**src/rtl/uart_rx_fifo.sv**
```systemverilog
// uart_rx_fifo: byte buffer between the UART receiver and the host.
// Bytes are captured on the receiver's done strobe and offered to the host
// through a first-word-fall-through valid/ready port. The block also reports
// the fill level and a sticky overrun flag for bytes dropped while full.
module uart_rx_fifo #(
    parameter int DEPTH  = 16,
    parameter int ADDR_W = 4
) (
    input  logic              clk,
    input  logic              rst_n,
    input  logic [7:0]        wr_data,
    input  logic              wr_en,
    output logic [7:0]        rd_data,
    output logic              rd_valid,
    input  logic              rd_ready,
    output logic [ADDR_W:0]   count,
    output logic              full,
    output logic              empty,
    output logic              overrun,
    input  logic              ovr_clr,
    input  logic              flush
);

    localparam logic [ADDR_W:0]   CNT_FULL = (ADDR_W + 1)'(DEPTH);
    localparam logic [ADDR_W:0]   CNT_ONE  = (ADDR_W + 1)'(1);
    localparam logic [ADDR_W-1:0] PTR_ONE  = ADDR_W'(1);

    logic [7:0]        mem [DEPTH];
    logic [ADDR_W-1:0] wr_ptr;
    logic [ADDR_W-1:0] rd_ptr;
    logic [ADDR_W:0]   count_q;
    logic              overrun_q;

    logic              is_full;
    logic              is_empty;
    logic              pop;
    logic              push;
    logic              drop;

    // Status decode from the registered count only, so neither wr_en nor
    // rd_ready reaches any status output combinationally.
    always_comb begin
        is_full  = (count_q == CNT_FULL);
        is_empty = (count_q == '0);
    end

    // Handshake decode. A full FIFO still accepts a byte when the head is
    // leaving in the same cycle; otherwise a write while full is dropped.
    always_comb begin
        pop  = ~is_empty & rd_ready;
        push = wr_en & (~is_full | pop);
        drop = wr_en & is_full & ~pop;
    end

    // Head byte is a plain read of the array, held at zero while empty so the
    // host never sees stale data from a previous fill.
    always_comb begin
        rd_data = is_empty ? 8'h00 : mem[rd_ptr];
    end

    // Storage write; the array itself is never reset or cleared.
    always_ff @(posedge clk) begin
        if (rst_n && !flush && push) begin
            mem[wr_ptr] <= wr_data;
        end
    end

    // Pointers and fill count; flush behaves like a reset of the queue state.
    always_ff @(posedge clk) begin
        if (!rst_n || flush) begin
            wr_ptr  <= '0;
            rd_ptr  <= '0;
            count_q <= '0;
        end else begin
            if (push) begin
                wr_ptr <= wr_ptr + PTR_ONE;
            end
            if (pop) begin
                rd_ptr <= rd_ptr + PTR_ONE;
            end
            if (push && !pop) begin
                count_q <= count_q + CNT_ONE;
            end else if (pop && !push) begin
                count_q <= count_q - CNT_ONE;
            end
        end
    end

    // Sticky overrun: a drop sets it and wins over a same-cycle clear. A byte
    // arriving together with flush is discarded on purpose, not flagged.
    always_ff @(posedge clk) begin
        if (!rst_n) begin
            overrun_q <= 1'b0;
        end else if (drop && !flush) begin
            overrun_q <= 1'b1;
        end else if (ovr_clr) begin
            overrun_q <= 1'b0;
        end
    end

    // Output wiring.
    always_comb begin
        count    = count_q;
        full     = is_full;
        empty    = is_empty;
        rd_valid = ~is_empty;
        overrun  = overrun_q;
    end

endmodule

```
**config.mk**
```make
export PLATFORM = sky130hd
export DESIGN_NAME = uart_rx_fifo
export DESIGN_NICKNAME = d
export VERILOG_FILES = /design/src/rtl/uart_rx_fifo.sv
export SDC_FILE = /design/constraint.sdc
export NUM_CORES = 1
export LEC_CHECK = 0
export CORE_UTILIZATION = 25
export CTS_CLUSTER_SIZE = 12
export DETAILED_ROUTE_END_ITERATION = 7
export PLACE_DENSITY = 0.48
export SYNTH_ARGS = -nofsm -noshare
export SYNTH_HDL_FRONTEND = slang
export SYNTH_SLANG_ARGS = --single-unit
```
**constraint.sdc**
```tcl
create_clock -name clk -period 3.4 [get_ports clk]
set_input_delay 0.34 -clock clk [delete_from_list [all_inputs] [get_ports clk]]
set_output_delay 0.34 -clock clk [all_outputs]
set_load 0.01 [all_outputs]
```
==> results.md <==
- Final clock period utilization by the worst path: between 90 and 100%
- Worst hold slack across all endpoints: approximately 500 ps
- Source-to-sink clock delay at the later pin of the worst-skew pair: 420 ps
- DRC marker count from the first detailed-route iteration: 178
- Sink Count: 146
- VDD IR max: approximately 320 uV
- Post-layout power: around 0.0043 W
- Most numerous cell in the Yosys netlist: sky130_fd_sc_hd__edfxtp_1
- Dominant cells by area after synthesis: sky130_fd_sc_hd__edfxtp_1 65%, sky130_fd_sc_hd__mux4_2 12%, sky130_fd_sc_hd__dfxtp_1 6.1%, sky130_fd_sc_hd__a211oi_1 2.2%, sky130_fd_sc_hd__ha_1 1.9%
- Power per standard cell area: 589 mW/mm^2
- Detailed-route DRC error count: 0
- Arrival time of the worst setup path: between 2000 and 3000 ps
- Synth top cells by count: 128 x sky130_fd_sc_hd__edfxtp_1, 32 x sky130_fd_sc_hd__mux4_2, 26 x sky130_fd_sc_hd__nor2_1
- Worst path max stage delay: between 500 and 600 ps
- Final-report hold violation count: 0
- Post-DR vias/cell: about 4.4
- Starting utilization of the core area: between 20 and 30%
- Number of filler cells placed in the layout: roughly 2,200
- Part of the Yosys area used for sequential elements: 71.3%
- Number of diodes: 0
- Clock edge transition at the registers on the reported setup and hold paths: roughly 60 ps
- Worst path cell trace: buf_6, buf_4, mux4_2, a211oi_1, a211oi_1, clkdlybuf4s50_1
- Maximum buffer depth of the clock tree: 2
- Wire length of the first global-routing pass: 19.0 mm
- Top flip-flop cell by instance count after synthesis: sky130_fd_sc_hd__edfxtp_1
- Top layer reached by signal wires: met4
- Number of max-cap violations: 0
- Detailed-route wire length on metal 1: 5.85 mm
- Max Slew Vio Count: 0
- Area of the die: about 0.024 sq mm
- Detailed route wirelength on metal2: roughly 6.0 mm
- Maximum clock skew at final layout: about 9.5 ps
- Unrepaired setup endpoints after global routing: no
- Area of the mapped netlist: between 0.005 and 0.006 sq mm
- Post-route minimum period: between 3000 and 4000 ps
- Startpoint class of the critical path: register
- Area of the core: roughly 0.023 sq mm
- GRT Overall Usage: between 10% and 20%
- Max H-tree Level: 4
- Leakage component of the power: 2.28 nW
- Slew Limit Headroom: 56.5%
- Run status: completed
- Maximum fanout along the worst path: 13
- Count of flip-flops with a built-in enable after synthesis: about 130
- TritonCTS clock tree: built
- Detailed Route WL: about 12 mm
- Actual slew at the worst max-slew pin: between 600 and 700 ps
- Share of post-route cells with drive strength above 1: around a quarter
- Hold crit path type: reg -> reg
- Largest delay share family, worst path: buffers and inverters
- Setup Crit Path Kind: reg -> out
- Crit path capture type: output port
- Most used cell, CP: sky130_fd_sc_hd__a211oi_1
- Netlist cell types: 40
- Overall die width: ~160 um
- Critical Path Slowest Stage Cell: sky130_fd_sc_hd__mux4_2
- Layout Nets: 399
- Final setup fails: 0
- Clock Tree Root: sky130_fd_sc_hd__clkbuf_16
- Proportion of register bits with asynchronous set or reset after synthesis: 0%
- Pin count of the biggest net entering global routing: 17
- Wire per inst: roughly 18 um
- Number of buffers added for setup after CTS: 0
- Post-route ant nets: 0
- Sequential Area: between 0.004 and 0.005 sq mm
- Max Clock Freq: ~320 MHz
- Multi-input combinational cell area: ~0.0016 sq mm
- Antenna violations before repair: 0
- Total via count after detailed routing: slightly above 3,000
- Final HPWL DP: 8.09 mm
- Port bufs: 30
- Post-cts hold buffer count: 0
- Reg-to-Reg Start: count[0]$_SDFFE_PP0P_
- Worst Path Buf+Inv: 3
- Remaining global-route overflow: 0
- Area growth syn-to-layout: 23.0%
- Number of nets produced by synthesis: 345
- Number of primary I/O pins: 31
- Inserted Clock Buffers: 17
- Area share of the leading cell type in the synthesized netlist: about 65%
- Startpoint of the tightest hold check path: rd_ptr[3]$_SDFFE_PP0N_
- Synthesized instance count: about 320
- Top cell type by total area after synthesis: sky130_fd_sc_hd__edfxtp_1
- Flip-flop and latch count after synthesis: approximately 150
- Number of rows in the core area: 55
- Mean instance size in the synthesized netlist: between 15 and 20 sq um
- Vias in the first global route: between 3,000 and 4,000
- Length of the first detailed-routing pass in iterations: 4
- Yosys synthesis warning count: 0
- Wire length on met3: about 440 um
- Weighted congestion reported at the end of routability-driven placement: about 0.74
- Die Ht: about 160 um
- Post-Route Setup TNS: 0 ps
- Data required time at the worst endpoint: between 3000 and 4000 ps
-- worst paths after layout --
path	to	slack (ps)	cells past startpoint
min	rd_ptr[3]$_SDFFE_PP0N_	500	2
max	rd_data[4]	300	6
max reg2reg	count[4]$_SDFFE_PP0P_	550	9
min reg2reg	rd_ptr[3]$_SDFFE_PP0N_	500	2
-- cell type report --
type                    count  area share (%)
clock buffers              17            5.86
clock inverters            15            1.98
multi-input cells         152            21.8
flip-flops and latches    146            58.0
repair buffers             53            6.74
inverters                   5           0.259
well taps                 313            5.40
-- registers in the layout, summed over array words and instances, names as in the netlist, named ones only --
register  cells
count         5
overrun       1
rd_ptr        4
mem         128
wr_ptr        4
-- cell usage in the layout, fill, tap and decap left out, types with 3 or more instances in the layout --
cell type                           n
sky130_fd_sc_hd__nor3_1             4
sky130_fd_sc_hd__edfxtp_1         128
sky130_fd_sc_hd__inv_6              6
sky130_fd_sc_hd__buf_4             21
sky130_fd_sc_hd__nand3_1            7
sky130_fd_sc_hd__a21oi_1            3
sky130_fd_sc_hd__nand2_1            6
sky130_fd_sc_hd__clkdlybuf4s50_1   30
sky130_fd_sc_hd__mux4_2            32
sky130_fd_sc_hd__clkbuf_16         17
sky130_fd_sc_hd__xor2_1             4
sky130_fd_sc_hd__nor2b_1           10
sky130_fd_sc_hd__nor2_1            26
sky130_fd_sc_hd__ha_1               9
sky130_fd_sc_hd__clkinv_4           4
sky130_fd_sc_hd__mux2i_1           10
sky130_fd_sc_hd__a211oi_1          17
sky130_fd_sc_hd__dfxtp_1           16
sky130_fd_sc_hd__inv_1              5
-- stage by stage --
stage	cells	setup WS, ps	area (sq um)	utilization, %
final	701	298	7260	31.7
after global routing	701	43.9	7260	31.7
after CTS	701	31.1	7250	31.6
after detailed placement	669	483	6680	29.2
after global placement	669	479	6680	29.2
after floorplan	321	673	5900	-
-- logic make-up after synthesis --
logic type,count (synthesis),share of synthesized area (%)
xor+xnor,6,0.891
compound gates,32,4.48
flops,146,71.3
buf+inv,23,1.95
mux,42,13.9
fa+ha+maj,10,2.25
simple gates,62,5.26
-- where the power goes --
| group | total (W) | internal, W | leakage (nW) | switching, W |
|---|---|---|---|---|
| logic | 0.000473 | 0.000228 | 0.701 | 0.000245 |
| registers | 0.00200 | 0.00197 | 1.30 | 0.0000326 |
| clock network | 0.00180 | 0.00102 | 0.277 | 0.000776 |
| total | 0.00427 | 0.00322 | 2.28 | 0.00105 |
-- layer usage --
| layer | vias up | GRT usage (%) |
|---|---|---|
| li1 | 1397 | - |
| met1 | 1609 | 14.2 |
| met2 | 56 | 17.9 |
| met3 | 11 | 3.42 |
| met4 | 0 | 2.80 |
| met5 | - | 0 |
-- worst reg2reg max path: stages (launching register included) --
cell and delay (ps):
sky130_fd_sc_hd__dfxtp_1 370, sky130_fd_sc_hd__or4_4 620, sky130_fd_sc_hd__o31a_1 410, sky130_fd_sc_hd__ha_1 270
sky130_fd_sc_hd__inv_1 150, sky130_fd_sc_hd__ha_1 290, sky130_fd_sc_hd__a21oi_1 190, sky130_fd_sc_hd__nand3_1 130
sky130_fd_sc_hd__a211oi_1 250, sky130_fd_sc_hd__a31o_2 130
-- repair_timing --
item,4_1_cts,5_1_grt
setup endpoints to repair,0,1
hold endpoints to repair,0,0
gates resized for setup,0,2
No activity file was read; power rests on OpenSTA's default activity.
